[config.mk]
export PLATFORM = sky130hd
export DESIGN_NAME = soc_reset_ctrl
export DESIGN_NICKNAME = d
export VERILOG_FILES = /design/src/rtl/soc_ctrl_pkg.sv /design/src/rtl/btn_debounce.sv /design/src/rtl/soc_reset_ctrl.sv
export SDC_FILE = /design/constraint.sdc
export NUM_CORES = 1
export LEC_CHECK = 0
export BUFFER_PORTS_ARGS = -buffer_cell sky130_fd_sc_hd__buf_2
export CELL_PAD_IN_SITES_DETAIL_PLACEMENT = 0
export CELL_PAD_IN_SITES_GLOBAL_PLACEMENT = 1
export CORE_ASPECT_RATIO = 2
export CORE_MARGIN = 2
export CORE_UTILIZATION = 46
export DETAILED_ROUTE_END_ITERATION = 7
export PLACE_DENSITY_LB_ADDON = 0.1
export SYNTH_ARGS = -nofsm -noshare
export SYNTH_HDL_FRONTEND = slang
export SYNTH_SLANG_ARGS = --single-unit
[constraint.sdc]
create_clock -name clk -period 2.6 [get_ports clk]
set_input_delay 0.65 -clock clk [delete_from_list [all_inputs] [get_ports clk]]
set_output_delay 0.65 -clock clk [all_outputs]
set_load 0.01 [all_outputs]
[src/rtl/soc_ctrl_pkg.sv]
// Shared definitions for the SoC reset/watchdog sequencer: state encoding,
// reset-cause codes and a counter-width helper.
package soc_ctrl_pkg;

    typedef enum logic [1:0] {
        ST_WAIT_LOCK = 2'd0,
        ST_HOLD      = 2'd1,
        ST_RUN       = 2'd2
    } state_t;

    localparam logic [1:0] CAUSE_POR    = 2'd0;
    localparam logic [1:0] CAUSE_BUTTON = 2'd1;
    localparam logic [1:0] CAUSE_WDT    = 2'd2;
    localparam logic [1:0] CAUSE_LOCK   = 2'd3;

    // A count of 1 still needs one bit of counter storage.
    function automatic int cnt_w(input int n);
        return (n <= 2) ? 1 : $clog2(n);
    endfunction

endpackage

[src/rtl/btn_debounce.sv]
// Two-flop synchronizer plus stability-counter debouncer for an asynchronous
// push-button; the debounced level only follows after DEB_CYCLES stable cycles.
module btn_debounce
    import soc_ctrl_pkg::*;
#(
    parameter int DEB_CYCLES = 65535,
    parameter bit INIT       = 1'b1
) (
    input  logic i_clk,
    input  logic i_reset,
    input  logic i_btn,
    output logic o_level
);

    localparam int W = cnt_w(DEB_CYCLES);
    localparam logic [W-1:0] CNT_LAST = W'(DEB_CYCLES - 1);

    logic         r_sync1;
    logic         r_sync2;
    logic         r_level;
    logic [W-1:0] r_cnt;

    // Synchronizers reset to the released level so leaving reset never
    // looks like a fresh press.
    always_ff @(posedge i_clk) begin
        if (i_reset) begin
            r_sync1 <= INIT;
            r_sync2 <= INIT;
            r_level <= INIT;
            r_cnt   <= '0;
        end else begin
            r_sync1 <= i_btn;
            r_sync2 <= r_sync1;
            if (r_sync2 == r_level) begin
                r_cnt <= '0;
            end else if (r_cnt == CNT_LAST) begin
                r_level <= r_sync2;
                r_cnt   <= '0;
            end else begin
                r_cnt <= r_cnt + 1'b1;
            end
        end
    end

    assign o_level = r_level;

endmodule

[src/rtl/soc_reset_ctrl.sv]
// Reset and watchdog sequencer: holds soc_reset until PLL lock plus a hold
// time, re-enters reset on lock loss, button press or watchdog expiry.
module soc_reset_ctrl
    import soc_ctrl_pkg::*;
#(
    parameter int HOLD_CYCLES = 255,
    parameter int DEB_CYCLES  = 65535,
    parameter int WDT_CYCLES  = 1 << 24
) (
    input  logic       clk,
    input  logic       reset,
    input  logic       pll_locked,
    input  logic       btn_n,
    input  logic       wdt_en,
    input  logic       wdt_kick,
    output logic       soc_reset,
    output logic [1:0] rst_cause,
    output logic       ready,
    output logic [1:0] dbg_state
);

    localparam int HW = cnt_w(HOLD_CYCLES);
    localparam int WW = cnt_w(WDT_CYCLES);
    localparam logic [HW-1:0] HOLD_LAST = HW'(HOLD_CYCLES - 1);
    localparam logic [WW-1:0] WDT_LAST  = WW'(WDT_CYCLES - 1);

    state_t        r_state;
    logic [1:0]    r_cause;
    logic [HW-1:0] r_hold_cnt;
    logic [WW-1:0] r_wdt_cnt;
    logic          r_lock_meta;
    logic          r_lock_s;
    logic          r_btn_prev;
    logic          w_btn_deb;
    logic          w_press;
    logic          w_wdt_expire;

    btn_debounce #(
        .DEB_CYCLES(DEB_CYCLES),
        .INIT      (1'b1)
    ) u_btn_debounce (
        .i_clk  (clk),
        .i_reset(reset),
        .i_btn  (btn_n),
        .o_level(w_btn_deb)
    );

    always_ff @(posedge clk) begin
        if (reset) begin
            r_lock_meta <= 1'b0;
            r_lock_s    <= 1'b0;
            r_btn_prev  <= 1'b1;
        end else begin
            r_lock_meta <= pll_locked;
            r_lock_s    <= r_lock_meta;
            r_btn_prev  <= w_btn_deb;
        end
    end

    // Edge tracking runs in every state, so a press seen outside RUN is
    // consumed there and never fires later.
    assign w_press = r_btn_prev & ~w_btn_deb;

    assign w_wdt_expire = (r_state == ST_RUN) && wdt_en && !wdt_kick &&
                          (r_wdt_cnt == WDT_LAST);

    always_ff @(posedge clk) begin
        if (reset) begin
            r_wdt_cnt <= '0;
        end else if ((r_state != ST_RUN) || !wdt_en || wdt_kick || w_wdt_expire) begin
            r_wdt_cnt <= '0;
        end else begin
            r_wdt_cnt <= r_wdt_cnt + 1'b1;
        end
    end

    always_ff @(posedge clk) begin
        if (reset) begin
            r_state    <= ST_WAIT_LOCK;
            r_cause    <= CAUSE_POR;
            r_hold_cnt <= '0;
        end else begin
            case (r_state)
                ST_WAIT_LOCK: begin
                    if (r_lock_s) begin
                        r_state    <= ST_HOLD;
                        r_hold_cnt <= '0;
                    end
                end
                ST_HOLD: begin
                    if (!r_lock_s) begin
                        r_state <= ST_WAIT_LOCK;
                    end else if (r_hold_cnt == HOLD_LAST) begin
                        r_state <= ST_RUN;
                    end else begin
                        r_hold_cnt <= r_hold_cnt + 1'b1;
                    end
                end
                ST_RUN: begin
                    // Lock loss outranks the button, which outranks the watchdog.
                    if (!r_lock_s) begin
                        r_state <= ST_WAIT_LOCK;
                        r_cause <= CAUSE_LOCK;
                    end else if (w_press) begin
                        r_state    <= ST_HOLD;
                        r_cause    <= CAUSE_BUTTON;
                        r_hold_cnt <= '0;
                    end else if (w_wdt_expire) begin
                        r_state    <= ST_HOLD;
                        r_cause    <= CAUSE_WDT;
                        r_hold_cnt <= '0;
                    end
                end
                default: begin
                    r_state <= ST_WAIT_LOCK;
                end
            endcase
        end
    end

    assign soc_reset = (r_state != ST_RUN);
    assign ready     = (r_state == ST_RUN);
    assign rst_cause = r_cause;
    assign dbg_state = r_state;

endmodule
==> results of run 1 <==
-- layer usage --
layer	vias to the layer above	global-route usage, %
li1	1030	-
met1	914	17.99
met2	37	30.67
met3	11	4.745
met4	0	10.88
met5	-	0
-- registers in the layout, summed over array words and instances, names as in the netlist --
signal	flops
u_btn_debounce.r_sync1	1
r_hold_cnt	8
r_wdt_cnt	24
dbg_state	2
u_btn_debounce.r_cnt	16
r_lock_meta	1
r_btn_prev	1
r_lock_s	1
u_btn_debounce.o_level	1
rst_cause	2
u_btn_debounce.r_sync2	1
-- final timing paths --
check	start	endpoint	slack, ps	cells after the start
worst max-delay path	r_wdt_cnt[1]	r_hold_cnt[4]	550	6
worst min-delay path	u_btn_debounce.r_sync1	u_btn_debounce.r_sync2	410	1
worst max register to register	r_wdt_cnt[1]	r_hold_cnt[4]	550	6
worst min register to register	u_btn_debounce.r_sync1	u_btn_debounce.r_sync2	410	1
-- cell families after synthesis --
group	after synthesis	share of synthesized area [%]
AOI/OAI and AO/OA	27	7.575
xor gates and xnor gates	37	12.82
adders and majority gates	5	2.475
buffers and inverters	12	2.228
DFF	58	45.94
muxes	1	0.3961
and+or+nand+nor	147	28.56
-- worst register-to-register path: stages, from the launching register on --
cell,delay [ps]
dfxtp_1,380
ha_1,220
nand4_1,160
nor4_4,340
nand3_2,330
a221oi_1,370
o32ai_1,130
-- placed cells by master, fill, tap and decap left out, drive strengths merged --
| cell type | n |
|---|---|
| xnor2 | 15 |
| clkinv | 3 |
| o32ai | 3 |
| o2111ai | 1 |
| and2 | 2 |
| a211oi | 4 |
| inv | 5 |
| o31ai | 1 |
| nand2b | 3 |
| nor3b | 1 |
| a21oi | 6 |
| ha | 5 |
| and4 | 2 |
| xor2 | 22 |
| nor4 | 2 |
| a221oi | 2 |
| o21ai | 2 |
| or2 | 3 |
| mux2i | 1 |
| nand3 | 19 |
| dfxtp | 58 |
| nor2 | 54 |
| o22ai | 2 |
| a32oi | 1 |
| a41o | 1 |
| a31oi | 2 |
| nand2 | 30 |
| or4 | 1 |
| and3 | 8 |
| buf | 19 |
| nor3 | 8 |
| nand4 | 9 |
| o21ba | 1 |
| nor2b | 4 |
| clkbuf | 12 |
| or4bb | 1 |
| a21o | 1 |
-- Yosys cell counts, types with 4 or more instances --
master / number / share of area [%]
and3_1: 7 / 1.7
nand3_1: 17 / 3.4
nand4_1: 9 / 2.2
nor3_1: 8 / 1.6
xnor2_1: 15 / 5.2
ha_1: 5 / 2.5
inv_1: 5 / 0.74
nor2b_1: 4 / 0.99
xor2_1: 22 / 7.6
a211oi_1: 4 / 1.2
a21oi_1: 6 / 1.2
nor2_1: 54 / 8.0
nand2_1: 30 / 4.5
dfxtp_1: 58 / 46
-- power by group through the flow --
stage / combinational (uW) / clock, uW / sequential (uW)
6_report: 34.9 / 726 / 903
5_1_grt: 38.8 / 778 / 903
4_1_cts: 35.1 / 751 / 903
3_5_place_dp: 34.8 / 0 / 923
3_3_place_gp: 34.7 / 0 / 922
2_1_floorplan: 23.6 / 0 / 921
-- stage by stage --
step                hold WS (ps)  setup WS, ps  area [um2]  utilization (%)  power (uW)
floorplan                  389.5         546.4        2527                -       944.8
global placement           394.9         321.9        2680            49.88       957.1
detailed placement         398.4         308.9        2680            49.88       957.4
CTS                        408.7         530.2        2850            53.05        1689
global route               416.8         364.5        2850            53.05        1721
finish                     409.7         547.7        2850            53.05        1663
-- cell type report --
type	count	area, um2	share of cell area (%)
multi-input combinational	217	1310	45.96
sequential	58	1161	40.74
clock buffer	12	155.1	5.443
timing repair buffer	19	115.1	4.039
tap	60	75.07	2.634
inverter	5	18.77	0.6585
clock inverter	3	15.01	0.5268
==> results.py, run 1 <==
metrics = {
    "die": {
        "die_area_mm2": 0.006139,
        "io_pins": 12,
        "die-width_um": 56.42,
        "die_h_um": 108.8,
        "initial_utilization_pct": 47.04,
        "rows": 38,
        "design.core.area_mm2": 0.005373,
    },
    "timing": {
        "relSlewSlack_pct": 72.30,
        "setup_viol": 0,
        "slew_viol_final": 0,
        "rsz0062_at_grt": "false",
        "period_share_pct": 78.93,
        "finalSetupTns_ps": 0,
        "tightest_slew_ps": 412.3,
        "fmax_mhz": 487.3,
        "clock_skew_ps": 7.506,
        "finalHoldViolations": 0,
        "fin_crit_ps": 2052,
    },
    "outcome": {
        "outcome": "complete, no violations",
    },
    "logic_synthesis": {
        "synth-async-reset-ratio_pct": 0,
        "synth_edf_count": 0,
        "syn_inst": 287,
        "synth_seq_area_share_pct": 45.94,
        "yosysWarnings": 0,
        "avgSynthCellArea_um2": 8.806,
        "syn_nets": 298,
        "ys_ff_latch": 58,
        "netlist_area_mm2": 0.002527,
        "yosys.cell_types.count": 41,
        "synthFlopType": "dfxtp_1",
    },
    "detailed_routing": {
        "highest_layer": "met4",
        "wl_met3_um": 210,
        "vias_per_cell": 5.326,
        "route.met2.wl_um": 2558,
        "antenna_left": 0,
        "drc": 0,
        "dr.pass1.iters": 4,
        "wl_met1_um": 2053,
        "routed-via-count": 1992,
        "wl_um": 4950,
        "drtIter0Drc": 82,
        "wl_per_cell_um": 13.24,
    },
    "critical_path": {
        "path_max_fanout": 11,
        "cp.required_ps": 2820,
        "cp_num_buf_inv": 0,
        "slowest_delay_ps": 380,
        "endpoint_kind": "register",
        "path_cells": "ha_1 -> nand4_1 -> nor4_4 -> nand3_2 -> a221oi_1 -> o32ai_1",
        "critPathSlowestCell": "dfxtp_1",
        "cp_top_family": "simple AND/OR/NAND/NOR gates",
        "arrival_ps": 2270,
        "startpoint_type": "register",
        "worstSetupPathType": "register to register",
    },
    "flow_run": {
        "drv_cap": 0,
    },
    "placement": {
        "globalplace.congestion": 0.7506,
        "io_buffers": 11,
        "place_hpwl_um": 3627,
        "place_inst": 359,
    },
    "power_and_ir_drop": {
        "pwr-share-comb_pct": 2.1,
        "leakage_uw": 0.001011,
        "pwr-share-clk_pct": 43.6,
        "powerDensity_mw_per_mm2": 583.6,
        "switchingPower_uw": 366.0,
        "sequentialPowerShare_pct": 54.3,
        "irDropWorstVdd_mv": 0.5006,
        "internal_power_uw": 1297,
        "sw_frac_of_total_pct": 22.01,
    },
    "clock_network": {
        "holdBufCountCts": 0,
        "cts-htree-levels": 3,
        "numCtsBuffers": 9,
        "clk_latency_ps": 340,
        "clk_pin_slew_ps": 60,
        "ctsResizeCount": 0,
        "cts.sinks": 58,
        "cts_root_buffer": "clkbuf_8",
        "post_cts_buffers": 0,
        "cts_tree": "yes",
        "cts_buffer_depth": 2,
    },
    "global_routing": {
        "grt_max_degree": 17,
        "grt.overflow.total": 0,
        "grt_pass1_vias": 1799,
        "track_usage_pct": 17.43,
        "grt_pass1_wl_um": 8148,
        "antenna_found_initial": 0,
    },
    "finish": {
        "instances_no_fill": 374,
        "area_growth_pct": 12.77,
        "drive_gt1_share_pct": 13.06,
        "n_antenna_cell": 0,
        "fillers": 549,
        "nNetsFinal": 321,
    },
    "hold_path": {
        "min_path_type": "register to register",
    },
}
(Power assumes the default switching activity.)
==> inputs of run 2 (changes only) <==
--- a/config.mk
+++ b/config.mk
@@ -5,12 +5,13 @@
 export SDC_FILE = /design/constraint.sdc
 export NUM_CORES = 1
 export LEC_CHECK = 0
+export ABC_AREA = 1
 export BUFFER_PORTS_ARGS = -buffer_cell sky130_fd_sc_hd__buf_2
 export CELL_PAD_IN_SITES_DETAIL_PLACEMENT = 0
 export CELL_PAD_IN_SITES_GLOBAL_PLACEMENT = 1
 export CORE_ASPECT_RATIO = 2
 export CORE_MARGIN = 2
-export CORE_UTILIZATION = 46
+export CORE_UTILIZATION = 44
 export DETAILED_ROUTE_END_ITERATION = 7
 export PLACE_DENSITY_LB_ADDON = 0.1
 export SYNTH_ARGS = -nofsm -noshare
==> constraint.sdc (replaced) <==
create_clock -name clk -period 2.1 [get_ports clk]
set_input_delay 0.525 -clock clk [delete_from_list [all_inputs] [get_ports clk]]
set_output_delay 0.525 -clock clk [all_outputs]
set_load 0.01 [all_outputs]
==> run 2 against run 1 <==
Compared with the run above: clock skew decreased by 2.1 ps; synthesized cell count increased by 41%; total power increased by 51%; wire length increased by 25%.
==> results.py, run 2 <==
metrics = {
    "outcome": {
        "outcome": "complete, no violations",
    },
    "die": {
        "die-width_um": 61,
        "design.core.area_mm2": 0.006310,
        "die_area_mm2": 0.007198,
        "initial_utilization_pct": 45.31,
        "die_h_um": 118.0,
        "io_pins": 12,
        "rows": 41,
    },
    "logic_synthesis": {
        "synthFlopType": "dfxtp_1",
        "synth_edf_count": 0,
        "synthXorXnorAreaFrac_pct": 2.451,
        "synth.top_cell.area_share_pct": 40.61,
        "synth_top_family_by_area": "simple AND/OR/NAND/NOR gates",
        "synth_seq_area_share_pct": 40.61,
        "syn_inst": 406,
        "yosys-top-cells-area": "dfxtp_1 (41%), nand2_1 (12%), nor2_1 (7.1%), inv_1 (6.4%), a21oi_1 (6.1%)",
        "synth-async-reset-ratio_pct": 0,
        "ys_ff_latch": 58,
        "yosysWarnings": 0,
        "yosys.area_share.adder_pct": 2.188,
        "yosys.cell_types.count": 32,
        "synth-simple-area-share_pct": 36.54,
        "synth.mux.area_fraction_pct": 0,
        "avgSynthCellArea_um2": 7.042,
        "synth.most_common_cell": "nand2_1",
        "synth_area_leader_cell": "dfxtp_1",
        "syn_nets": 417,
        "netlist_area_mm2": 0.002859,
        "ys_top_cells_by_count": "nand2_1 (89), dfxtp_1 (58), nor2_1 (54)",
        "synth_compound_area_share_pct": 9.628,
    },
    "timing": {
        "setup_viol": 0,
        "slew_viol_final": 0,
        "period_share_pct": 83.90,
        "relSlewSlack_pct": 66.82,
        "clock_skew_ps": 5.444,
        "rsz0062_at_grt": "false",
        "fin_crit_ps": 1762,
        "finalSetupTns_ps": 0,
        "setup_ws_ps": 338.1,
        "finalHoldViolations": 0,
        "tightest_slew_ps": 494.0,
        "fmax_mhz": 567.6,
    },
    "clock_network": {
        "clk_pin_slew_ps": 50,
        "post_cts_buffers": 0,
        "cts-htree-levels": 3,
        "cts_buffer_depth": 2,
        "ctsResizeCount": 0,
        "holdBufCountCts": 0,
        "numCtsBuffers": 9,
        "cts_tree": "yes",
        "cts.sinks": 58,
        "clk_latency_ps": 330,
        "cts_root_buffer": "clkbuf_16",
    },
    "finish": {
        "drive_gt1_share_pct": 13.69,
        "top_register": "r_wdt_cnt",
        "final_cell_area_mm2": 0.003284,
        "area_growth_pct": 14.88,
        "final_common_cell": "nand2_1",
        "final_cell_mix": "nand2_1 (89), dfxtp_1 (58), nor2_1 (54), inv_1 (49), a21oi_1 (35)",
        "nNetsFinal": 438,
        "n_antenna_cell": 0,
        "largest_reg_flops": 24,
        "reg_top3": "r_wdt_cnt (24), u_btn_debounce.r_cnt (16), r_hold_cnt (8)",
        "fillers": 651,
    },
    "global_routing": {
        "grt_pass1_vias": 2472,
        "track_usage_pct": 19.77,
        "grt_max_degree": 20,
        "grt_pass1_wl_um": 10620,
        "grt.overflow.total": 0,
        "antenna_found_initial": 0,
    },
    "power_and_ir_drop": {
        "powerDensity_mw_per_mm2": 763.2,
        "leakage_uw": 0.001295,
        "irDropWorstVdd_mv": 0.6111,
        "sequentialPowerShare_pct": 44.8,
        "internal_power_uw": 1984,
        "pwr-share-clk_pct": 52.9,
        "sw_frac_of_total_pct": 20.86,
        "switchingPower_uw": 523.0,
        "pwr-share-comb_pct": 2.3,
    },
    "placement": {
        "place_hpwl_um": 4701,
        "io_buffers": 11,
        "globalplace.congestion": 0.8515,
        "placed_area_mm2": 0.003013,
        "pre_cts_slack_ps": 361.0,
    },
    "flow_run": {
        "drv_cap": 0,
    },
    "hold_path": {
        "min_path_type": "primary input to register",
    },
    "detailed_routing": {
        "dr.pass1.iters": 4,
        "drtIter0Drc": 79,
        "drc": 0,
        "routed-via-count": 2511,
        "wl_um": 6164,
        "vias_per_cell": 4.857,
        "wl_per_cell_um": 11.92,
        "antenna_left": 0,
    },
    "critical_path": {
        "worstSetupPathType": "register to register",
        "endpoint_kind": "register",
        "path_max_fanout": 14,
        "cp.required_ps": 2360,
        "arrival_ps": 2020,
        "startpoint_type": "register",
    },
}
run 2: metrics by stage:
step | util, % | std cells | hold WS, ps | total power (uW)
floorplan | - | 406 | 388.3 | 1183
global placement | 47.75 | 502 | 392.8 | 1201
detailed placement | 47.75 | 502 | 396.1 | 1202
CTS | 52.05 | 517 | 374.3 | 2543
global route | 52.05 | 517 | 384.3 | 2598
finish | 52.05 | 517 | 382.6 | 2507
run 2: per-layer routing:
| metal | share of wire (%) | wire length, um | track usage, % | vias to the layer above |
|---|---|---|---|---|
| met4 | 4.6 | 286 | 13.86 | 0 |
| met1 | 39 | 2392 | 19.43 | 1126 |
| met3 | 2.1 | 128 | 3.407 | 20 |
| met5 | 0 | 0 | 0 | - |
| met2 | 54 | 3357 | 34.61 | 31 |
| li1 | - | - | - | 1334 |
run 2: area by class of cell:
| type | count | area, um2 | share of cell area [%] |
|---|---|---|---|
| flip-flops and latches | 58 | 1161 | 35.35 |
| clock buffers | 12 | 256.5 | 7.810 |
| multi-input cells | 289 | 1453 | 44.23 |
| clock inverters | 3 | 15.01 | 0.4571 |
| inverters | 53 | 198.9 | 6.057 |
| repair buffers | 16 | 92.59 | 2.819 |
| well taps | 86 | 107.6 | 3.276 |
run 2: critical path: stages (launching register included):
cell and delay, ps:
dfxtp_1 330, inv_1 80, ha_1 170, nand3_1 80, o31ai_1 310, nand2_2 260
nand3_1 260, nand2_1 70, a21oi_1 120
run 2: cells by family after synthesis:
kind of cell | after synthesis
AOI/OAI and AO/OA | 52
DFF | 58
buffers and inverters | 59
adders and majority gates | 5
and+or+nand+nor | 224
xor gates and xnor gates | 8
run 2: final timing paths:
path / start / end / slack (ps) / cells past startpoint
worst min register to register: r_lock_meta / r_lock_s / 400 / 2
worst min-delay path: btn_n / u_btn_debounce.r_sync1 / 380 / 2
worst max-delay path: r_hold_cnt[0] / r_hold_cnt[5] / 340 / 8
worst max register to register: r_hold_cnt[0] / r_hold_cnt[5] / 340 / 8
run 2: power groups by stage:
stage | Combinational [uW] | Clock, uW | Sequential (uW)
finish | 57.6 | 1330 | 1120
CTS | 58.5 | 1360 | 1120
global placement | 57.4 | 0 | 1140
floorplan | 41.0 | 0 | 1140
detailed placement | 58.0 | 0 | 1140
global route | 65.2 | 1410 | 1120
==> inputs of run 3 (changes only) <==
==> constraint.sdc (replaced) <==
create_clock -name clk -period 1.7 [get_ports clk]
set_input_delay 0.425 -clock clk [delete_from_list [all_inputs] [get_ports clk]]
set_output_delay 0.425 -clock clk [all_outputs]
set_load 0.01 [all_outputs]
==> run 3 against run 2 <==
Compared with the run above: total power increased by 20%; first-iteration DRC count is 6.3% higher; count of clock-buffer cells in the layout fell by 1; die area stayed put; via count grew 1.6%; sequential share of layout area fell by 1.3 points; clock skew grew 0.88 ps; design area grew 4.1%; cell count grew 2.3%; critical path depth increased by 2; register-to-register slack worse by 230 ps; clock power up 15%; critical endpoint is now r_wdt_cnt[18]; largest power group unchanged.
==> results.py, run 3 (synthesis gave the netlist of run 2 again) <==
metrics = {
    "outcome": {
        "outcome": "complete, no violations",
    },
    "detailed_routing": {
        "dr.pass1.iters": 4,
        "vias_per_cell": 4.824,
        "drtIter0Drc": 84,
        "wl_um": 6307,
        "drc": 0,
        "wl_per_cell_um": 11.92,
        "antenna_left": 0,
        "routed-via-count": 2552,
    },
    "critical_path": {
        "cp.required_ps": 1910,
        "worstSetupPathType": "register to register",
        "path_max_fanout": 7,
        "r2r_setup_slack_ps": 110,
        "endpoint_kind": "register",
        "startpoint_type": "register",
        "arrival_ps": 1800,
    },
    "global_routing": {
        "track_usage_pct": 19.54,
        "grt_max_degree": 14,
        "grt.overflow.total": 0,
        "grt_pass1_vias": 2457,
        "antenna_found_initial": 0,
        "grt_pass1_wl_um": 10540,
    },
    "timing": {
        "finalHoldViolations": 0,
        "relSlewSlack_pct": 78.95,
        "fin_crit_ps": 1594,
        "setup_viol": 0,
        "rsz0062_at_grt": "true",
        "hold-worst-slack_ps": 293.4,
        "fmax_mhz": 627.4,
        "finalSetupTns_ps": 0,
        "clock_skew_ps": 6.324,
        "tightest_slew_ps": 313.3,
        "slew_viol_final": 0,
        "setup_ws_ps": 106.2,
        "period_share_pct": 93.75,
    },
    "clock_network": {
        "cts_root_buffer": "clkbuf_16",
        "clk_latency_ps": 320,
        "cts_tree": "yes",
        "holdBufCountCts": 0,
        "ctsResizeCount": 0,
        "cts_buffer_depth": 2,
        "cts-htree-levels": 3,
        "cts.sinks": 58,
        "clk_pin_slew_ps": 50,
        "numCtsBuffers": 9,
        "post_cts_buffers": 0,
    },
    "die": {
        "initial_utilization_pct": 45.31,
        "io_pins": 12,
        "design.core.area_mm2": 0.006310,
        "die_h_um": 118.0,
        "die_area_mm2": 0.007198,
        "rows": 41,
        "die-width_um": 61,
    },
    "finish": {
        "largest_reg_flops": 24,
        "multi_input_area_mm2": 0.001491,
        "regArea_mm2": 0.001164,
        "n_antenna_cell": 0,
        "final_cell_mix": "nand2_1 (88), dfxtp_1 (56), nor2_1 (50), inv_1 (48), a21oi_1 (35)",
        "drive_gt1_share_pct": 18.96,
        "final_cell_area_mm2": 0.003418,
        "fillers": 666,
        "area_growth_pct": 19.56,
        "final_common_cell": "nand2_1",
        "reg_top3": "r_wdt_cnt (24), u_btn_debounce.r_cnt (16), r_hold_cnt (8)",
        "top_register": "r_wdt_cnt",
        "nNetsFinal": 453,
        "fin_util_pct": 54.17,
    },
    "power_and_ir_drop": {
        "leakage_uw": 0.001356,
        "pwr-share-clk_pct": 51.0,
        "switchingPower_uw": 599.0,
        "powerDensity_mw_per_mm2": 876.6,
        "sw_frac_of_total_pct": 19.99,
        "internal_power_uw": 2398,
        "irDropWorstVdd_mv": 0.8426,
        "sequentialPowerShare_pct": 46.2,
        "pwr-share-comb_pct": 2.7,
    },
    "placement": {
        "place_hpwl_um": 4959,
        "io_buffers": 11,
        "pre_cts_slack_ps": 67.21,
        "placed_area_mm2": 0.003126,
        "globalplace.congestion": 0.8812,
    },
    "hold_path": {
        "min_path_type": "primary input to register",
    },
    "flow_run": {
        "drv_cap": 0,
    },
}
run 3: cell count changes in the layout (fill, tap and decap cells not counted), sizes merged:
cell	delta
buf	+15
clkinv	-2
clkbuf	-1
run 3: cell type report:
class	count	share of cell area, %
timing repair buffer	31	6.113
multi-input combinational	289	43.63
clock buffer	11	7.101
sequential	58	34.04
tap	86	3.148
clock inverter	1	0.1464
inverter	53	5.820
run 3: power by group through the flow:
stage	logic (uW)	clock network [uW]	registers, uW
after floorplan	50.6	0	1410
after global placement	81.1	0	1410
after detailed placement	82.6	0	1410
after CTS	82.5	1570	1380
after global routing	92.2	1640	1380
final	81.3	1530	1390
run 3: metal layers:
layer  GRT usage [%]  share of wire [%]
met4           8.152                2.8
met5               0                  0
met1           19.86                 39
met3           5.495                2.2
met2           35.01                 56
run 3: per-stage QoR:
step                total power, uW  instances
floorplan                      1461        406
global placement               1492        517
detailed placement             1494        517
CTS                            3037        529
global route                   3120        529
finish                         2997        529
run 3: path summary, 6_finish.rpt:
path	cells past startpoint	endpoint	start
max	10	r_wdt_cnt[18]	r_wdt_cnt[0]
min	2	u_btn_debounce.r_sync1	btn_n
max reg2reg	10	r_wdt_cnt[18]	r_wdt_cnt[0]
min reg2reg	2	r_lock_s	r_lock_meta
run 3: worst max-delay path, cell delays in order, from the launching register on:
cell	delay [ps]
dfxtp_1	350
ha_1	170
nand2_1	90
nor2_4	120
nand2_4	90
nor2_4	150
nand2_1	70
nand3_1	140
buf_6	160
a21oi_1	50
o21a_1	100
